--- src/rtl/cci_mpf_rd_arb.sv ---
// Round-robin arbiter sharing one MPF channel-0 read port among N_REQ requesters,
// with per-requester credits and response steering. Optional stats: CCI_MPF_RD_ARB_STATS_EN.
module cci_mpf_rd_arb #(
  parameter int N_REQ   = 4,
  parameter int ADDR_W  = 42,
  parameter int TAG_W   = 12,
  parameter int MAX_OUT = 32
) (
  input  logic                    clk,
  input  logic                    reset,
  input  logic [N_REQ-1:0]        req_valid,
  input  logic [N_REQ*ADDR_W-1:0] req_addr,
  input  logic [N_REQ*TAG_W-1:0]  req_tag,
  output logic [N_REQ-1:0]        req_grant,
  input  logic                    c0_almfull,
  output logic                    c0_req_valid,
  output logic [ADDR_W-1:0]       c0_req_addr,
  output logic [15:0]             c0_req_mdata,
  input  logic                    c0_rsp_valid,
  input  logic [15:0]             c0_rsp_mdata,
  input  logic [511:0]            c0_rsp_data,
  output logic [N_REQ-1:0]        rsp_valid,
  output logic [TAG_W-1:0]        rsp_tag,
  output logic [511:0]            rsp_data,
  output logic                    err_sticky
`ifdef CCI_MPF_RD_ARB_STATS_EN
  ,
  input  logic [$clog2(N_REQ):0]  stat_sel,
  output logic [31:0]             stat_value
`endif
);

  localparam int ID_W  = $clog2(N_REQ);
  localparam int HI_W  = 16 - TAG_W;
  localparam int CNT_W = $clog2(MAX_OUT + 1);

  logic [ID_W-1:0]             ptr_q, ptr_d;
  logic [N_REQ-1:0][CNT_W-1:0] cnt_q, cnt_d;
  logic [N_REQ-1:0]            elig, grant, rsp_dec;
  logic [ID_W-1:0]             gidx;
  logic                        accept, rsp_legal;
  logic [ADDR_W-1:0]           addr_sel;
  logic [TAG_W-1:0]            tag_sel;
  logic [HI_W-1:0]             rsp_id_hi;

  logic                        c0_req_valid_q, c0_req_valid_d;
  logic [ADDR_W-1:0]           c0_req_addr_q, c0_req_addr_d;
  logic [15:0]                 c0_req_mdata_q, c0_req_mdata_d;
  logic [N_REQ-1:0]            rsp_valid_q, rsp_valid_d;
  logic [TAG_W-1:0]            rsp_tag_q, rsp_tag_d;
  logic [511:0]                rsp_data_q, rsp_data_d;
  logic                        err_q, err_d;

  // Stage 0: eligibility, rotating-priority grant and request mux
  always_comb begin
    grant    = '0;
    gidx     = '0;
    accept   = 1'b0;
    addr_sel = '0;
    tag_sel  = '0;
    for (int i = 0; i < N_REQ; i++) begin
      elig[i] = req_valid[i] && (cnt_q[i] < CNT_W'(MAX_OUT)) && !c0_almfull && !reset;
    end
    for (int k = 0; k < N_REQ; k++) begin
      for (int i = 0; i < N_REQ; i++) begin
        if (!accept && elig[i] &&
            ((int'(ptr_q) + k == i) || (int'(ptr_q) + k == i + N_REQ))) begin
          grant[i] = 1'b1;
          gidx     = ID_W'(i);
          accept   = 1'b1;
        end
      end
    end
    for (int i = 0; i < N_REQ; i++) begin
      if (grant[i]) begin
        addr_sel = req_addr[i*ADDR_W +: ADDR_W];
        tag_sel  = req_tag[i*TAG_W +: TAG_W];
      end
    end
  end

  // Everything above the tag is the ID field; nonzero pad bits read as an out-of-range ID.
  always_comb begin
    rsp_id_hi = c0_rsp_mdata[15:TAG_W];
    for (int i = 0; i < N_REQ; i++) begin
      rsp_dec[i] = c0_rsp_valid && (rsp_id_hi == HI_W'(i)) && (cnt_q[i] != '0);
    end
    rsp_legal = |rsp_dec;
  end

  always_comb begin
    ptr_d = ptr_q;
    if (accept) ptr_d = (int'(gidx) == N_REQ - 1) ? '0 : gidx + 1'b1;
    for (int i = 0; i < N_REQ; i++) begin
      cnt_d[i] = cnt_q[i];
      if (grant[i] && !rsp_dec[i])      cnt_d[i] = cnt_q[i] + 1'b1;
      else if (!grant[i] && rsp_dec[i]) cnt_d[i] = cnt_q[i] - 1'b1;
    end
    c0_req_valid_d = accept;
    c0_req_addr_d  = accept ? addr_sel : '0;
    c0_req_mdata_d = '0;
    if (accept) begin
      c0_req_mdata_d[TAG_W-1:0]    = tag_sel;
      c0_req_mdata_d[TAG_W +: ID_W] = gidx;
    end
    rsp_valid_d = rsp_dec;
    rsp_tag_d   = rsp_legal ? c0_rsp_mdata[TAG_W-1:0] : rsp_tag_q;
    rsp_data_d  = rsp_legal ? c0_rsp_data : rsp_data_q;
    err_d       = err_q | (c0_rsp_valid && !rsp_legal);
  end

  // Stage 1: registered request, response and control state
  always_ff @(posedge clk) begin
    if (reset) begin
      ptr_q          <= '0;
      cnt_q          <= '0;
      c0_req_valid_q <= 1'b0;
      c0_req_addr_q  <= '0;
      c0_req_mdata_q <= '0;
      rsp_valid_q    <= '0;
      rsp_tag_q      <= '0;
      rsp_data_q     <= '0;
      err_q          <= 1'b0;
    end else begin
      ptr_q          <= ptr_d;
      cnt_q          <= cnt_d;
      c0_req_valid_q <= c0_req_valid_d;
      c0_req_addr_q  <= c0_req_addr_d;
      c0_req_mdata_q <= c0_req_mdata_d;
      rsp_valid_q    <= rsp_valid_d;
      rsp_tag_q      <= rsp_tag_d;
      rsp_data_q     <= rsp_data_d;
      err_q          <= err_d;
    end
  end

  assign req_grant    = grant;
  assign c0_req_valid = c0_req_valid_q;
  assign c0_req_addr  = c0_req_addr_q;
  assign c0_req_mdata = c0_req_mdata_q;
  assign rsp_valid    = rsp_valid_q;
  assign rsp_tag      = rsp_tag_q;
  assign rsp_data     = rsp_data_q;
  assign err_sticky   = err_q;

`ifdef CCI_MPF_RD_ARB_STATS_EN
  logic [N_REQ-1:0][31:0] gnt_cnt_q, gnt_cnt_d, stv_cnt_q, stv_cnt_d;
  logic [31:0]            afl_cnt_q, afl_cnt_d, stat_value_q, stat_value_d;

  function automatic logic [31:0] sat_inc(input logic [31:0] v);
    return (v == '1) ? v : v + 32'd1;
  endfunction

  always_comb begin
    for (int i = 0; i < N_REQ; i++) begin
      gnt_cnt_d[i] = grant[i] ? sat_inc(gnt_cnt_q[i]) : gnt_cnt_q[i];
      stv_cnt_d[i] = (req_valid[i] && !grant[i]) ? sat_inc(stv_cnt_q[i]) : stv_cnt_q[i];
    end
    afl_cnt_d    = (c0_almfull && |req_valid) ? sat_inc(afl_cnt_q) : afl_cnt_q;
    stat_value_d = '0;
    if (stat_sel == '1) begin
      stat_value_d = afl_cnt_q;
    end else begin
      for (int i = 0; i < N_REQ; i++) begin
        if (stat_sel[ID_W-1:0] == ID_W'(i))
          stat_value_d = stat_sel[ID_W] ? stv_cnt_q[i] : gnt_cnt_q[i];
      end
    end
  end

  always_ff @(posedge clk) begin
    if (reset) begin
      gnt_cnt_q    <= '0;
      stv_cnt_q    <= '0;
      afl_cnt_q    <= '0;
      stat_value_q <= '0;
    end else begin
      gnt_cnt_q    <= gnt_cnt_d;
      stv_cnt_q    <= stv_cnt_d;
      afl_cnt_q    <= afl_cnt_d;
      stat_value_q <= stat_value_d;
    end
  end

  assign stat_value = stat_value_q;
`endif

endmodule
--- config.mk ---
export PLATFORM = sky130hd
export DESIGN_NAME = cci_mpf_rd_arb
export DESIGN_NICKNAME = d
export VERILOG_FILES = /design/src/rtl/cci_mpf_rd_arb.sv
export SDC_FILE = /design/constraint.sdc
export NUM_CORES = 1
export LEC_CHECK = 0
export CELL_PAD_IN_SITES_DETAIL_PLACEMENT = 0
export CELL_PAD_IN_SITES_GLOBAL_PLACEMENT = 1
export CORE_AREA = 4 4 519 521
export CTS_CLUSTER_SIZE = 8
export DETAILED_ROUTE_END_ITERATION = 16
export DIE_AREA = 0 0 523 525
export PLACE_DENSITY_LB_ADDON = 0.1
export SLEW_MARGIN = 20
export SYNTH_ARGS = -nofsm -noshare
export SYNTH_HDL_FRONTEND = slang
export SYNTH_SLANG_ARGS = --single-unit
--- constraint.sdc ---
create_clock -name clk -period 4.9 [get_ports clk]
set_input_delay 0.49 -clock clk [delete_from_list [all_inputs] [get_ports clk]]
set_output_delay 0.49 -clock clk [all_outputs]
set_load 0.02 [all_outputs]
==> reports/results.ini, run 1 <==
[worst_setup_path]
crit_type=in2out
path_cells=clkdlybuf4s50_1, or4b_4, a21oi_4, buf_4, clkdlybuf4s50_1
cp_top_family=buffers and inverters
crit_buf_inv=3
cp_common_cell=clkdlybuf4s50_1
critPathRequiredTime_ns=4.41
arrival_ns=3.44
reg2regPathDepth=12
crit_cells=5
slowest_delay_ns=0.75
worst_setup_path_end_kind=output port
cpMaxStageDelayCell=clkdlybuf4s50_1
cp_max_fo=55
critPathLaunchType=primary input

[logic_synthesis]
yosys.cell_types.count=53
yosysWarnings=0
synth_area_leaders=dfxtp_1 (48%), mux2i_1 (21%), nand2_1 (17%), clkbuf_1 (2.2%), a41oi_1 (1.8%)
synth.avg_cell_area_sq_um=8.75
yosys.area_share.simple_pct=19.6
synth_mux_area_share_pct=20.7
synth_edf_count=0
async_reset_ff_share_pct=0
synth_compound_area_share_pct=5.70
synth_xor_area_share_pct=0.479
synthAdderAreaFrac_pct=1.29
yosys_most_used_dff=dfxtp_1
synth_top_family_by_area=multiplexers
synth_top_area_share_pct=47.8
synth_top_cell_by_area=dfxtp_1
ys_ff_latch=612
netlist_instances=2928
synth_area_sq_um=25600
yosys-top-cells-count=nand2_1 (1182), dfxtp_1 (612), mux2i_1 (528), clkbuf_1 (149), o21ai_0 (75)
ys_seq_area_share_pct=47.8
synth.most_common_cell=nand2_1

[drt]
drtIter0Drc=817
vias=25200
vias_per_cell=3.24
wl_mm=167
wl_per_cell_um=21.4
drtPass1Iterations=5
post-route-drc-count=0
postRouteAntennaNets=0

[sta]
hold_viol_final=0
layout_min_cycle_time_ns=3.93
fin_setup_tns_ns=0
min_period_over_period_pct=80.2
rsz0062_at_grt=no
fmax_mhz=255
worst_slew_pin_slew_ns=0.867
slew_viol_final=0
hold_slack_ns=0.320
max_slew_margin_pct=42.2
setup_viol_count_final=0
finClkSkew_ns=0.0483

[clock_tree]
cts-htree-levels=3
clock-sinks=612
cts_buffer_depth=3
cts_tree=built
postCtsSetupRepairBufs=0
hold_buffers=0
insertion_delay_ns=0.72
cts_buffers=97
clk_pin_slew_ns=0.05
cts_resized=0
cts-root-buf=clkbuf_16

[power_and_ir_drop]
p_per_area_nw_per_um2=317
power_uw=14600
vdd_drop_max_uv=237
p_leak_uw=0.0191

[flow_run]
maxCapViolCount=0

[floorplan]
core_sq_um=265000
die-area_sq_um=275000
start_util_pct=9.68
ios=1344
num_rows=189
die_height_um=525
die_w_um=523

[placed_design]
dp.final_hpwl_mm=129
io_buffers=1341
gp_congestion=0.752

[global_route]
grt_usage_pct=11.6
gr-total-overflow=0
grt_max_degree=130
grt_pass1_vias=26500
antenna_found_initial=88
grt_pass1_wl_mm=225

[finish]
fin_nets=4960
syn_to_final_growth_pct=79.6
drive_gt1_share_pct=4.38

[worst_hold_path]
hold_depth=3
hp-class=in2reg

[run_status]
status=complete, no violations

kinds of logic (layout without fill, tap and decap cells):
kind of cell | count (synthesis) | after routing
buffers and inverters | 240 | 1554
AO/OA/AOI/OAI | 225 | 225
XOR/XNOR | 14 | 14
multiplexers | 530 | 530
flip-flops | 612 | 612
other | 1 | 18
adder cells (fa/ha/maj) | 24 | 24
AND/OR/NAND/NOR | 1282 | 1282
sequential cells by signal, indices dropped and copies added (netlist names):
signal and count:
c0_req_addr 42, cnt_q 24, rsp_data 512, rsp_tag 12, err_sticky 1, c0_req_mdata 14, rsp_valid 4, c0_req_valid 1
ptr_q 2
worst reg2reg max path, cell delays in order (launching register included):
cell and delay [ns]:
dfxtp_1 0.37, or4b_1 0.71, o21a_1 0.22, o221ai_4 0.22
inv_1 0.10, ha_1 0.30, inv_1 0.17, ha_1 0.30
nor2b_1 0.16, o21a_1 0.18, o21ai_0 0.12, or3b_2 0.45
a21oi_1 0.15
final timing paths:
| kind | end | slack (ns) | startpoint |
|---|---|---|---|
| setup / recovery | req_grant[0] | 0.97 | reset |
| hold / removal | rsp_data[351] | 0.32 | c0_rsp_data[351] |
| setup reg to reg | cnt_q[22] | 1.41 | cnt_q[17] |
| hold reg to reg | rsp_data[341] | 0.45 | rsp_data[341] |
stage by stage:
step	std cells	setup slack (ns)	cell area, sq um	utilization [%]
after floorplan	2929	1.12	25600	-
after global placement	7618	0.414	43000	16.2
after detailed placement	7618	0.486	43000	16.2
after CTS	7776	0.850	46000	17.4
after global routing	7779	0.772	46000	17.4
final	7792	0.972	46000	17.4
placed cells by master (no fill, tap or decap), types with 5 or more instances in the layout:
master              n
o21ai_1            45
clkbuf_1           33
buf_12             17
xor2_1              6
nand2_1          1182
and2_1             10
o211ai_1            5
o21ai_0            75
diode_2            16
a21o_1              6
dfxtp_1           612
a21oi_1             9
a41oi_1            54
clkdlybuf4s50_1  1341
a211o_1             5
clkbuf_8           18
clkbuf_16          98
mux2i_1           528
nor4_1              8
nor3_1              6
inv_1              10
nor2_1             38
nor2b_1             9
buf_4              27
xnor2_1             8
ha_1               20
layout make-up:
cell class                 count  area [sq um]
antenna                       16          40.0
timing repair buffer        1385         14000
fill                       29500        219000
sequential                   612         12300
inverter                      11          48.8
clock inverter                 9           165
tap                         3533          4420
clock buffer                 149          2820
multi-input combinational   2077         12300
power breakdown:
group	switching, uW	internal [uW]
sequential	129	5190
combinational	1200	1230
clock	2810	4020
total	4140	10500
routing by layer:
| layer | vias to the layer above | GRT usage (%) | wire [um] |
|---|---|---|---|
| met1 | 11600 | 11.5 | 59400 |
| li1 | 12200 | - | - |
| met2 | 1009 | 20.6 | 81800 |
| met3 | 273 | 6.70 | 21600 |
| met4 | 96 | 2.86 | 3540 |
| met5 | - | 0 | 593 |
Note: power is estimated with default switching activity, not from simulation.
==> run 2, diff against run 1 <==
==> constraint.sdc (replaced) <==
create_clock -name clk -period 3.87 [get_ports clk]
set_input_delay 0.387 -clock clk [delete_from_list [all_inputs] [get_ports clk]]
set_output_delay 0.387 -clock clk [all_outputs]
set_load 0.02 [all_outputs]
==> reports/results.ini, run 2 (synthesis results as in run 1) <==
[sta]
fmax_mhz=305
finClkSkew_ns=0.0417
hold_viol_final=0
rsz0062_at_grt=no
max_slew_margin_pct=38.6
worst_slew_pin_slew_ns=0.920
fin_setup_tns_ns=0
setup_viol_count_final=0
slew_viol_final=0
post-route-worst-setup-slack_ns=0.596
layout_min_cycle_time_ns=3.27
min_period_over_period_pct=84.6

[drt]
vias=25500
drtPass1Iterations=5
wl_mm=169
drtIter0Drc=878
post-route-drc-count=0
wl_per_cell_um=21.5
vias_per_cell=3.25
postRouteAntennaNets=0

[clock_tree]
insertion_delay_ns=0.72
postCtsSetupRepairBufs=0
cts_resized=0
hold_buffers=0
cts_buffers=98
cts-htree-levels=3
clock-sinks=612
clk_pin_slew_ns=0.05
cts_buffer_depth=3
cts_tree=built
cts-root-buf=clkbuf_16

[finish]
multiInputGateArea_sq_um=12300
syn_to_final_growth_pct=81.5
filler_cell_count=29700
final_cell_mix=clkdlybuf4s50_1 (1339), nand2_1 (1182), dfxtp_1 (612)
largest_register_ffs=512
ff_latch_area_sq_um=12300
instances_no_fill=7847
drive_gt1_share_pct=5.45
design_area_sq_um=46500
fin_nets=5004
final_common_cell=clkdlybuf4s50_1

[placed_design]
dp_slack_ns=0.0396
gp_congestion=0.752
io_buffers=1341
post_dp_cell_area_sq_um=43400
dp.final_hpwl_mm=132
place_inst=7661

[worst_setup_path]
cp_max_fo=6
r2r-start=cnt_q[5]
critPathRequiredTime_ns=3.48
rrSetupSlack_ns=0.65
critPathLaunchType=flip-flop
cpMaxStageDelayCell=or4b_1
cp_common_cell=buf_4
reg2reg_to=cnt_q[16]
crit_buf_inv=3
crit_cells=6
path_cells=or4b_1, buf_4, o211ai_1, a21oi_4, buf_4, clkdlybuf4s50_1
reg2regPathDepth=11
arrival_ns=2.89
worst_setup_path_end_kind=output port
slowest_delay_ns=0.60
cp_top_family=buffers and inverters
crit_type=reg2out

[power_and_ir_drop]
p_per_area_nw_per_um2=399
p_leak_uw=0.0193
vdd_drop_max_uv=326
power_uw=18600

[floorplan]
die-area_sq_um=275000
start_util_pct=9.68
die_w_um=523
num_rows=189
core_sq_um=265000
die_height_um=525
ios=1344

[flow_run]
maxCapViolCount=0

[global_route]
grt_max_degree=90
gr-total-overflow=0
antenna_found_initial=93
grt_usage_pct=11.7
grt_pass1_vias=26800
grt_pass1_wl_mm=227

[worst_hold_path]
whs_endpoint=rsp_data[303]
min_from=c0_rsp_data[303]
hold_depth=3
hp-class=in2reg

[run_status]
status=complete, no violations

-- run 2: cell types whose count changed in the layout (fill, tap and decap cells not counted), sizes merged --
cell,delta
buf,+45
bufinv,-1
diode,+5
inv,+2
clkinv,+4
clkdlybuf4s50,-2
clkinvlp,+1
clkbuf,+1
-- run 2: cell type report --
class                      instances  area share, %
multi-input combinational       2077           26.4
clock inverter                    15          0.439
timing repair buffer            1428           31.0
inverter                          11          0.105
antenna                           21          0.113
sequential                       612           26.3
clock buffer                     150           6.02
tap                             3533           9.51
-- run 2: worst max path at each step --
stage	startpoint	endpoint
2_1_floorplan	reset	cnt_q[22]
3_3_place_gp	reset	cnt_q[17]
3_5_place_dp	reset	cnt_q[17]
4_1_cts	cnt_q[11]	req_grant[1]
5_1_grt	cnt_q[11]	req_grant[1]
6_report	cnt_q[17]	req_grant[0]
-- run 2: layer usage --
layer,routed length (um),share of wire (%),GRT usage [%],up-vias
met2,82800,49,20.7,992
met4,4140,2.5,3.50,92
met5,602,0.36,0,-
met1,60000,36,11.7,11800
li1,-,-,-,12300
met3,21100,13,6.55,281
-- run 2: per-stage QoR --
stage	hold slack [ns]	utilization, %
after floorplan	0.458	-
after global placement	0.444	16.4
after detailed placement	0.451	16.4
after CTS	0.0674	17.6
after global routing	0.126	17.6
final	0.210	17.6
-- run 2: worst reg2reg max path, stage by stage (launching register included) --
cell	delay, ns
dfxtp_1	0.34
or4b_4	0.57
o2111a_2	0.27
or2_2	0.29
ha_1	0.26
inv_1	0.15
ha_1	0.26
nor2b_1	0.13
o21a_1	0.18
o21ai_0	0.12
or3b_2	0.45
a21oi_1	0.14
-- run 2: power breakdown --
| group | internal, uW | switching, uW |
|---|---|---|
| clock | 5010 | 3680 |
| combinational | 1610 | 1530 |
| sequential | 6580 | 166 |
